### config.mk
export PLATFORM = sky130hd
export DESIGN_NAME = student_iic_target
export DESIGN_NICKNAME = d
export VERILOG_FILES = /design/src/rtl/student_iic_target_pkg.sv /design/src/rtl/student_iic_target_sync.sv /design/src/rtl/student_iic_target.sv
export SDC_FILE = /design/constraint.sdc
export NUM_CORES = 1
export LEC_CHECK = 0
export BUFFER_PORTS_ARGS = -buffer_cell sky130_fd_sc_hd__buf_2
export CAP_MARGIN = 20
export CORE_ASPECT_RATIO = 0.8
export CORE_MARGIN = 3
export CORE_UTILIZATION = 57
export DETAILED_ROUTE_END_ITERATION = 10
export PLACE_DENSITY_LB_ADDON = 0.12
export SLEW_MARGIN = 10
export SYNTH_ARGS = -nofsm -noshare
export SYNTH_HDL_FRONTEND = slang
export SYNTH_SLANG_ARGS = --single-unit
### constraint.sdc
create_clock -name clk_i -period 6.4 [get_ports clk_i]
set_input_delay 1.28 -clock clk_i [delete_from_list [all_inputs] [get_ports clk_i]]
set_output_delay 1.28 -clock clk_i [all_outputs]
set_load 0.01 [all_outputs]
### src/rtl/student_iic_target_pkg.sv
// Shared types and constants for the student I2C target: FSM states, default bus
// address and the ACK/NACK bit levels seen on SDA.
package student_iic_target_pkg;

    typedef enum logic [3:0] {
        ST_IDLE,
        ST_ADDR,
        ST_ADDR_ACK,
        ST_PTR,
        ST_PTR_ACK,
        ST_WR,
        ST_WR_ACK,
        ST_RD,
        ST_RD_ACK,
        ST_IGNORE
    } state_e;

    localparam logic [6:0] DEFAULT_ADDR = 7'h42;
    localparam logic       ACK_BIT      = 1'b0;
    localparam logic       NACK_BIT     = 1'b1;

endpackage

### src/rtl/student_iic_target_sync.sv
// Pin conditioner for one open-drain I2C line: 2-FF synchronizer, registered rise/fall
// detect, and a 3-sample majority filter when STUDENT_IIC_TARGET_GLITCH_FILTER_EN is defined.
module student_iic_target_sync (
    input  logic clk,
    input  logic rst_n,
    input  logic pin,
    output logic level,
    output logic rise,
    output logic fall
);

    logic meta;
    logic sync;
    logic clean;

`ifdef STUDENT_IIC_TARGET_GLITCH_FILTER_EN
    logic [1:0] hist;

    // Two agreeing samples out of three are needed to move the line, so a single-cycle spike never passes.
    always_ff @(posedge clk) begin
        if (!rst_n) begin
            hist  <= 2'b11;
            clean <= 1'b1;
        end else begin
            hist  <= {hist[0], sync};
            clean <= (sync & hist[0]) | (sync & hist[1]) | (hist[0] & hist[1]);
        end
    end
`else
    assign clean = sync;
`endif

    // Reset to the idle-high bus level so leaving reset never looks like an edge.
    always_ff @(posedge clk) begin
        if (!rst_n) begin
            meta  <= 1'b1;
            sync  <= 1'b1;
            level <= 1'b1;
            rise  <= 1'b0;
            fall  <= 1'b0;
        end else begin
            meta  <= pin;
            sync  <= meta;
            level <= clean;
            rise  <= clean & ~level;
            fall  <= ~clean & level;
        end
    end

endmodule

### src/rtl/student_iic_target.sv
// I2C target with an NREGS x 8-bit register bank: address match, pointer write, data write
// and sequential read. Define STUDENT_IIC_TARGET_GLITCH_FILTER_EN to filter the pins.
module student_iic_target
    import student_iic_target_pkg::*;
#(
    parameter logic [6:0] TARGET_ADDR = DEFAULT_ADDR,
    parameter int         NREGS       = 8,
    localparam int        PW          = $clog2(NREGS)
) (
    input  logic               clk_i,
    input  logic               rst_ni,
    input  logic               sda_i,
    input  logic               scl_i,
    output logic               sda_oe,
    output logic [NREGS*8-1:0] regs_o,
    output logic               wr_pulse_o,
    output logic [PW-1:0]      wr_idx_o,
    output logic               busy_o
);

    logic scl_lvl, scl_rise, scl_fall;
    logic sda_lvl, sda_rise, sda_fall;

    student_iic_target_sync u_scl_sync (
        .clk   (clk_i),
        .rst_n (rst_ni),
        .pin   (scl_i),
        .level (scl_lvl),
        .rise  (scl_rise),
        .fall  (scl_fall)
    );

    student_iic_target_sync u_sda_sync (
        .clk   (clk_i),
        .rst_n (rst_ni),
        .pin   (sda_i),
        .level (sda_lvl),
        .rise  (sda_rise),
        .fall  (sda_fall)
    );

    logic start_ev;
    logic stop_ev;
    assign start_ev = scl_lvl & sda_fall;
    assign stop_ev  = scl_lvl & sda_rise;

    state_e        state;
    logic [3:0]    bit_cnt;
    logic [7:0]    shreg;
    logic          rw;
    logic [PW-1:0] ptr;
    logic [7:0]    cur_reg;
    logic          byte_done;
    logic          receiving;

    assign cur_reg   = regs_o[{ptr, 3'b000} +: 8];
    assign byte_done = scl_fall && (bit_cnt == 4'd8);
    assign receiving = (state == ST_ADDR) || (state == ST_PTR) || (state == ST_WR);

    always_ff @(posedge clk_i) begin
        if (!rst_ni) begin
            state      <= ST_IDLE;
            bit_cnt    <= '0;
            shreg      <= '0;
            rw         <= 1'b0;
            ptr        <= '0;
            sda_oe     <= 1'b0;
            regs_o     <= '0;
            wr_pulse_o <= 1'b0;
            wr_idx_o   <= '0;
            busy_o     <= 1'b0;
        end else begin
            wr_pulse_o <= 1'b0;
            // Bus conditions pre-empt whatever the byte engine is doing.
            if (stop_ev) begin
                state   <= ST_IDLE;
                sda_oe  <= 1'b0;
                busy_o  <= 1'b0;
                bit_cnt <= '0;
            end else if (start_ev) begin
                state   <= ST_ADDR;
                sda_oe  <= 1'b0;
                bit_cnt <= '0;
            end else begin
                if (scl_rise && receiving && (bit_cnt < 4'd8)) begin
                    shreg   <= {shreg[6:0], sda_lvl};
                    bit_cnt <= bit_cnt + 4'd1;
                end
                case (state)
                    ST_IDLE: begin
                        bit_cnt <= '0;
                        sda_oe  <= 1'b0;
                    end
                    ST_ADDR: begin
                        if (byte_done) begin
                            bit_cnt <= '0;
                            if (shreg[7:1] == TARGET_ADDR) begin
                                state  <= ST_ADDR_ACK;
                                sda_oe <= 1'b1;
                                busy_o <= 1'b1;
                                rw     <= shreg[0];
                            end else begin
                                state  <= ST_IGNORE;
                                sda_oe <= 1'b0;
                                busy_o <= 1'b0;
                            end
                        end
                    end
                    ST_ADDR_ACK: begin
                        if (scl_fall) begin
                            if (rw) begin
                                state  <= ST_RD;
                                shreg  <= cur_reg;
                                sda_oe <= ~cur_reg[7];
                            end else begin
                                state  <= ST_PTR;
                                sda_oe <= 1'b0;
                            end
                        end
                    end
                    ST_PTR: begin
                        if (byte_done) begin
                            bit_cnt <= '0;
                            ptr     <= shreg[PW-1:0];
                            sda_oe  <= 1'b1;
                            state   <= ST_PTR_ACK;
                        end
                    end
                    ST_WR: begin
                        if (byte_done) begin
                            bit_cnt                    <= '0;
                            regs_o[{ptr, 3'b000} +: 8] <= shreg;
                            wr_pulse_o                 <= 1'b1;
                            wr_idx_o                   <= ptr;
                            ptr                        <= ptr + PW'(1);
                            sda_oe                     <= 1'b1;
                            state                      <= ST_WR_ACK;
                        end
                    end
                    ST_PTR_ACK, ST_WR_ACK: begin
                        if (scl_fall) begin
                            sda_oe <= 1'b0;
                            state  <= ST_WR;
                        end
                    end
                    ST_RD: begin
                        // Bit 7 went out when the byte was loaded; each fall presents the next bit.
                        if (scl_fall) begin
                            if (bit_cnt == 4'd7) begin
                                bit_cnt <= '0;
                                sda_oe  <= 1'b0;
                                state   <= ST_RD_ACK;
                            end else begin
                                shreg   <= {shreg[6:0], 1'b0};
                                sda_oe  <= ~shreg[6];
                                bit_cnt <= bit_cnt + 4'd1;
                            end
                        end
                    end
                    ST_RD_ACK: begin
                        if (scl_rise) begin
                            if (sda_lvl == NACK_BIT) begin
                                state <= ST_IGNORE;
                            end else begin
                                ptr <= ptr + PW'(1);
                            end
                        end else if (scl_fall) begin
                            shreg  <= cur_reg;
                            sda_oe <= ~cur_reg[7];
                            state  <= ST_RD;
                        end
                    end
                    ST_IGNORE: begin
                        sda_oe <= 1'b0;
                    end
                    default: begin
                        state  <= ST_IDLE;
                        sda_oe <= 1'b0;
                    end
                endcase
            end
        end
    end

endmodule

==> flow_summary_export.csv, run 1 <==
group,metric,value,unit
clocking,clk_latency,0.35,ns
floorplanning,ios,74,
sta,finalWorstPathRequiredPeriod,2.908,ns
floorplanning,dieArea,10390,um^2
synth,synthDistinctLibCells,59,
placement,place_area,5592,um^2
clocking,htree_levels,3,
global_route,grt_overflow_total,0,
synth,synth-seq-cells,100,
sta,skew,0.008803,ns
layout,drive_above_1_share,0.2203,
sta,hold_viol,0,
worst_hold_path,hold_class,"flop to flop",
global_route,gr-usage-all-layers,0.2805,
setup_path,cp-end-kind,"flop",
setup_path,startpoint_type,"input port",
synth,ys_warn_count,0,
power_and_ir_drop,p_leak,2.518,nW
sta,max_freq,0.3439,GHz
drt,wl_per_cell,19.25,um
layout,final_util,0.6761,
power_and_ir_drop,fin_total_pwr,1.351,mW
setup_path,worstPathMaxFanout,61,
floorplanning,core_area,8708,um^2
outcome,status,"finished clean",
floorplanning,start_util,0.6020,
floorplanning,num_rows,30,
layout,fin_nets,629,
clocking,cts_tree,"yes",
drt,drc,0,
synth,yosys_most_used_dff,"dfxtp_1",
clocking,hold_buffers,0,
clocking,postCtsSetupRepairBufs,0,
layout,area_growth,12.32,%
placement,place_ws,3.182,ns
sta,period_share,0.4543,
synth,synthArstFlopShare,0,
clocking,numCtsBuffers,9,
placement,gp_congestion,0.9327,
clocking,cts_root_buf,"clkbuf_16",
sta,setup_tns,0,ns
sta,whs,0.4123,ns
drt,drt-pass1-iter-count,7,
sta,final-setup-viol-count,0,
placement,dp.cells,718,
synth,synth_top_cell_by_area,"dfxtp_1",
synth,synth_area,5243,um^2
layout,final_common_cell,"dfxtp_1",
synth,avgSynthCellArea,9.197,um^2
drt,routed_wl,14130,um
clocking,cts.clk_slew.worst_paths,0.07,ns
sta,rsz0062_at_grt,"no",
layout,n_antenna_cell,0,
power_and_ir_drop,power_density,229.4,nW/um^2
placement,hpwl,9706,um
sta,setup_ws,3.492,ns
global_route,grt_max_degree,62,
setup_path,worstPathRequired,6.69,ns
drt,ant_nets,0,
drt,drt_iter0_drc,479,
clocking,cts_max_path_buffers,2,
synth,syn_inst,570,
job,cap_violations,0,
drt,vias,4515,
drt,viasPerCell,6.151,
layout,final_cell_mix,"dfxtp_1, nand2_1, buf_2",
setup_path,critPathKind,"input port to flop",
sta,maxSlewHeadroom,0.4158,
setup_path,crit_arrival,3.20,ns
floorplanning,die_h,91.78,um
power_and_ir_drop,ir_drop,0.2667,mV
global_route,grt_pass1_vias,4217,
clocking,cts_resized,0,
synth,yosys-top-cells-area,"dfxtp_1, mux2i_1, nand2_1",
synth,synth_edf_count,0,
clocking,cts_sinks,100,
synth,yosysSeqAreaShare,0.3819,
floorplanning,fp.dieW,113.2,um
synth,postSynthNetCount,582,
global_route,antenna_found_initial,0,
global_route,grt_pass1_wl,22890,um
layout,fin_area,5888,um^2
sta,tightest_slew,0.8730,ns
layout,fill_cells,706,
placement,port-buffer-count,73,
synth,yosysTopAreaCellShare,0.3819,
sta,slew_violations,0,
layout,final_cells,734,
layer usage:
metal	global-route usage	routed length, um	up-vias
li1	-	-	2127
met2	0.4038	6127	202
met1	0.4172	6503	2161
met4	0.09009	285	0
met3	0.06069	1213	25
met5	0	0	-
synthesized netlist by cell type, drive strengths merged, types with 2 or more instances:
cell / instances
ha: 8
o22ai: 2
a21oi: 15
or4: 3
a21boi: 6
inv: 15
nand4: 2
mux2i: 68
nor4b: 2
and3: 4
o21a: 3
nand2b: 10
o221ai: 2
xnor2: 2
or3b: 2
nor2b: 25
o211a: 2
o32a: 2
nor3b: 2
o32ai: 2
a31o: 15
or4b: 5
nand2: 99
o211ai: 3
buf: 14
nor4: 5
nand3: 13
nand4b: 3
o22a: 6
a211oi: 5
mux4: 16
nand3b: 4
a21o: 2
clkbuf: 28
dfxtp: 100
nor3: 6
o21ai: 27
nor2: 31
logic make-up after synthesis:
group | Yosys count | share of synthesized area
buffers and inverters | 57 | 0.04773
XOR/XNOR | 3 | 0.005013
AND/OR/NAND/NOR | 221 | 0.2158
multiplexers | 84 | 0.1986
AO/OA/AOI/OAI | 97 | 0.1320
flip-flops | 100 | 0.3819
adder cells (fa/ha/maj) | 8 | 0.01909
path summary, 6_finish.rpt:
| check | from | to | slack, ns | cells past startpoint |
|---|---|---|---|---|
| worst max-delay path | rst_ni | regs_o[57] | 3.49 | 7 |
| worst min-delay path | u_sda_sync.meta | u_sda_sync.clean | 0.41 | 1 |
| worst max register to register | ptr[2] | regs_o[32] | 3.58 | 7 |
| worst min register to register | u_sda_sync.meta | u_sda_sync.clean | 0.41 | 1 |
power by group:
group	leakage [nW]	internal (mW)	switching, mW
Clock	0.145	0.297	0.242
Sequential	0.807	0.631	0.0313
Combinational	1.57	0.0596	0.0905
Total	2.52	0.988	0.363
registers in the layout, indices dropped and copies added, names as in the netlist, 3 cells and up:
name,flops
bit_cnt,4
ptr,3
regs_o,64
shreg,8
state,4
wr_idx_o,3
final cells by class:
type | count | area [um^2] | area share
Clock buffer | 12 | 266.5 | 0.04526
Inverter | 15 | 56.30 | 0.009562
Multi-Input combinational cell | 413 | 2990 | 0.5079
Tap cell | 112 | 140.1 | 0.02380
Clock inverter | 4 | 30.03 | 0.005100
Timing Repair Buffer | 78 | 402.9 | 0.06842
Sequential cell | 100 | 2002 | 0.3400
critical path, stage by stage:
cell and delay [ns]:
buf_2 0.47, buf_4 0.59, nor3b_1 0.26, buf_4 0.21
nand2_1 0.10, nor2_1 0.13, a31o_2 0.12
Note: power is estimated with default switching activity, not from simulation.
==> inputs of run 2 (changes only) <==
CORE_UTILIZATION = 52   (was 57)
clock period = 2.6 ns   (was 6.4 ns; I/O delays follow)
==> flow_summary_export.csv, run 2 (synthesis results as in run 1) <==
group,metric,value,unit
drt,vias,4469,
setup_path,worstSetupStartpoint,"u_scl_sync.fall",
layout,largest_reg_flops,64,
layout,top_regs,"regs_o: 64 flops, shreg: 8 flops",
setup_path,critPathKind,"flop to flop",
power_and_ir_drop,p_sw,0.8836,mW
layout,fin_nets,649,
sta,period_share,0.9077,
setup_path,reg2reg_slack,0.24,ns
layout,final_common_cell,"dfxtp_1",
power_and_ir_drop,power_density,538.8,nW/um^2
sta,slew_violations,0,
sta,setup_ws,0.2400,ns
placement,gp_congestion,0.9343,
clocking,cts_tree,"yes",
global_route,grt_max_degree,50,
layout,area_growth,15.01,%
layout,drive_above_1_share,0.2418,
outcome,status,"finished clean",
layout,n_antenna_cell,0,
sta,finalWorstPathRequiredPeriod,2.360,ns
setup_path,timing.rr.end,"regs_o[41]",
floorplanning,die_h,95.81,um
power_and_ir_drop,ir_drop,0.4043,mV
drt,routed_wl,14340,um
setup_path,r2r-start,"u_scl_sync.fall",
global_route,grt_pass1_vias,4121,
sta,final-setup-viol-count,0,
power_and_ir_drop,comb_power_share,0.139,
power_and_ir_drop,p_int,2.365,mW
setup_path,worstPathRequired,2.83,ns
drt,ant_nets,0,
global_route,grt_pass1_wl,22400,um
power_and_ir_drop,clkPwrFrac,0.373,
placement,place_ws,0.2407,ns
clocking,htree_levels,3,
worst_hold_path,hold_class,"input port to flop",
clocking,hold_buffers,0,
clocking,cts.clk_slew.worst_paths,0.07,ns
setup_path,crit_arrival,2.59,ns
drt,viasPerCell,5.752,
floorplanning,core_area,9729,um^2
clocking,cts_sinks,100,
drt,drt_iter0_drc,419,
drt,wl_per_cell,18.45,um
floorplanning,num_rows,32,
setup_path,reg2reg_depth,4,
placement,port-buffer-count,73,
setup_path,worstPathMaxFanout,16,
drt,drt-pass1-iter-count,5,
drt,drc,0,
sta,skew,0.005516,ns
global_route,antenna_found_initial,0,
clocking,postCtsSetupRepairBufs,0,
floorplanning,dieArea,11330,um^2
layout,top_register,"regs_o",
setup_path,cp-end-kind,"flop",
power_and_ir_drop,p_leak,2.600,nW
sta,max_freq,0.4237,GHz
power_and_ir_drop,fin_total_pwr,3.249,mW
placement,place_area,5772,um^2
clocking,cts_root_buf,"clkbuf_16",
sta,setup_tns,0,ns
global_route,grt_overflow_total,0,
placement,hpwl,10200,um
setup_path,startpoint_type,"flop",
floorplanning,ios,74,
clocking,cts_resized,0,
floorplanning,fp.dieW,118.3,um
clocking,clk_latency,0.34,ns
layout,fin_area,6030,um^2
floorplanning,start_util,0.5388,
power_and_ir_drop,seqPwrFrac,0.488,
sta,rsz0062_at_grt,"no",
clocking,cts_max_path_buffers,2,
setup_path,crit_end,"regs_o[41]",
sta,maxSlewHeadroom,0.5401,
global_route,gr-usage-all-layers,0.2526,
sta,hold_viol,0,
job,cap_violations,0,
power_and_ir_drop,switching_share,0.2720,
layout,final_cell_mix,"dfxtp_1, nand2_1, buf_2",
clocking,numCtsBuffers,9,
sta,tightest_slew,0.6836,ns
[run 2: worst min-delay path by stage]
stage	from	to	slack (ns)	depth (start not counted)
final	sda_i	u_sda_sync.meta	0.36	2
after global routing	scl_i	u_scl_sync.meta	0.36	2
after global placement	u_scl_sync.meta	u_scl_sync.clean	0.39	1
after detailed placement	u_scl_sync.meta	u_scl_sync.clean	0.39	1
after floorplan	u_scl_sync.meta	u_scl_sync.clean	0.39	1
after CTS	scl_i	u_scl_sync.meta	0.35	2
[run 2: critical path: stages, from the launching register on]
cell	delay (ns)
dfxtp_1	0.59
and4b_2	0.34
nand3_1	0.15
or4_1	0.80
a31o_2	0.37
[run 2: final cells by class]
type                    count  area (um^2)
repair buffers             98        553.0
flip-flops and latches    100         2002
fillers                   880         3700
clock inverters             5        28.78
clock buffers              10        229.0
well taps                 136        170.2
inverters                  15        56.30
multi-input cells         413         2990
[run 2: per-stage QoR]
step,hold slack [ns],cells,utilization
2_1_floorplan,0.3863,570,-
3_3_place_gp,0.3893,762,0.5932
3_5_place_dp,0.3918,762,0.5932
4_1_cts,0.3529,777,0.6197
5_1_grt,0.3574,777,0.6197
6_report,0.3622,777,0.6197
[run 2: power groups by stage]
stage	clock (mW)	sequential, mW	combinational, mW
floorplan	0	1.59	0.365
global placement	0	1.62	0.444
detailed placement	0	1.62	0.439
CTS	1.23	1.58	0.440
global route	1.29	1.59	0.486
finish	1.21	1.58	0.452
[run 2: per-layer routing]
layer  part of all wire  up-vias  GRT usage
met3              0.069       14    0.06110
met5                  0        -          0
li1                   -     2160          -
met4              0.013        0    0.06927
met2               0.42      160     0.3747
met1               0.50     2135     0.3677
==> inputs of run 3 (changes only) <==
BUFFER_PORTS_ARGS = -buffer_cell sky130_fd_sc_hd__buf_4   (was -buffer_cell sky130_fd_sc_hd__buf_2)
==> flow_summary_export.csv, run 3 (synthesis results as in run 1) <==
group,metric,value,unit
outcome,status,"finished clean",
clocking,hold_buffers,0,
sta,hold_viol,0,
power_and_ir_drop,power_density,535.9,nW/um^2
power_and_ir_drop,p_leak,2.598,nW
drt,vias,4584,
layout,n_antenna_cell,0,
floorplanning,core_area,9729,um^2
sta,max_freq,0.4233,GHz
placement,port-buffer-count,73,
setup_path,cp_cell_sequence,"inv_1, ha_1, ha_1, nand2b_1, a211oi_1, nand3_2, or4b_1, a21boi_1",
placement,gp_congestion,0.9430,
sta,period_share,0.9085,
clocking,cts_root_buf,"clkbuf_16",
clocking,numCtsBuffers,9,
clocking,clk_latency,0.34,ns
setup_path,crit_buf_inv,1,
setup_path,reg2reg_depth,8,
setup_path,crit_arrival,2.63,ns
power_and_ir_drop,ir_drop,0.5226,mV
drt,highest_layer,"met4",
drt,wl_met2,6254,um
drt,drt-pass1-iter-count,5,
setup_path,crit_top_cell,"ha_1",
layout,final_cell_mix,"dfxtp_1, nand2_1, buf_4",
drt,ant_nets,0,
worst_hold_path,hold_class,"input port to flop",
global_route,grt_overflow_total,0,
drt,drt_iter0_drc,382,
floorplanning,fp.dieW,118.3,um
setup_path,r2r-start,"ptr[0]",
layout,area_growth,19.14,%
sta,rsz0062_at_grt,"no",
sta,finalWorstPathRequiredPeriod,2.362,ns
sta,setup_ws,0.2378,ns
clocking,cts_max_path_buffers,2,
sta,slew_violations,0,
global_route,antenna_found_initial,0,
worst_hold_path,holdPathStages,2,
drt,drt-met1-wl,7125,um
setup_path,startpoint_type,"flop",
layout,fin_nets,650,
setup_path,reg2reg_slack,0.24,ns
worst_hold_path,hold_start,"scl_i",
sta,skew,0.006360,ns
drt,wl_met3,1033,um
floorplanning,ios,74,
layout,top_regs,"regs_o: 64 flops, shreg: 8 flops",
clocking,cts.clk_slew.worst_paths,0.07,ns
setup_path,worstPathRequired,2.87,ns
sta,setup_tns,0,ns
drt,routed_wl,14580,um
placement,hpwl,10300,um
placement,place_ws,0.2775,ns
global_route,grt_pass1_wl,23340,um
sta,tightest_slew,0.9205,ns
setup_path,cpMaxStageDelayCell,"or4b_1",
worst_hold_path,min_to,"u_scl_sync.meta",
setup_path,critPathKind,"flop to flop",
power_and_ir_drop,fin_total_pwr,3.347,mW
clocking,cts_resized,0,
drt,drc,0,
drt,viasPerCell,5.892,
setup_path,cp_top_family,"simple AND/OR/NAND/NOR gates",
layout,top_register,"regs_o",
sta,maxSlewHeadroom,0.3840,
floorplanning,start_util,0.5388,
setup_path,slowest_delay,0.52,ns
clocking,htree_levels,3,
floorplanning,die_h,95.81,um
layout,drive_above_1_share,0.2414,
clocking,cts_sinks,100,
setup_path,cp-end-kind,"flop",
setup_path,worstPathMaxFanout,10,
global_route,grt_max_degree,55,
floorplanning,dieArea,11330,um^2
setup_path,timing.rr.end,"regs_o[39]",
clocking,postCtsSetupRepairBufs,0,
floorplanning,num_rows,32,
global_route,gr-usage-all-layers,0.2600,
layout,final_common_cell,"dfxtp_1",
drt,wl_per_cell,18.74,um
global_route,grt_pass1_vias,4289,
clocking,cts_tree,"yes",
sta,final-setup-viol-count,0,
layout,largest_reg_flops,64,
job,cap_violations,0,
[run 3: cell count changes in the layout (fill, tap and decap cells not counted), sizes merged]
cell | before | now
clkinv | 4 | 2
bufinv | 0 | 1
clkbuf | 10 | 11
clkinvlp | 0 | 1
buf | 98 | 99
inv | 16 | 15
[run 3: metrics by stage]
step	std cells	hold WS, ns	util	instance area [um^2]
5_1_grt	778	0.3805	0.6420	6246
3_3_place_gp	763	0.3892	0.6128	5962
3_5_place_dp	763	0.3959	0.6128	5962
2_1_floorplan	570	0.3863	-	5243
4_1_cts	778	0.3516	0.6420	6246
6_report	778	0.3593	0.6420	6246
[run 3: final cells by class]
| cell class | count | area [um^2] |
|---|---|---|
| Clock buffer | 11 | 232.7 |
| Clock inverter | 4 | 51.30 |
| Fill cell | 830 | 3483 |
| Inverter | 15 | 56.30 |
| Multi-Input combinational cell | 413 | 2990 |
| Sequential cell | 100 | 2002 |
| Tap cell | 136 | 170.2 |
| Timing Repair Buffer | 99 | 743.2 |
[run 3: how the worst max path moves through the flow]
stage	from	endpoint	slack, ns	cells past startpoint
4_1_cts	ptr[0]	regs_o[39]	0.28	8
3_5_place_dp	ptr[1]	regs_o[32]	0.28	8
6_report	ptr[0]	regs_o[39]	0.24	8
3_3_place_gp	ptr[1]	regs_o[32]	0.37	8
2_1_floorplan	ptr[0]	regs_o[36]	0.27	9
5_1_grt	ptr[1]	regs_o[39]	0.02	8
[run 3: per-layer routing]
metal,GRT usage,vias to the layer above
li1,-,2165
met1,0.3847,2216
met2,0.3809,191
met3,0.05758,12
met4,0.07220,0
met5,0,-
[run 3: power breakdown]
group,internal (mW),switching (mW)
Clock,0.742,0.566
Sequential,1.55,0.0339
Combinational,0.172,0.280
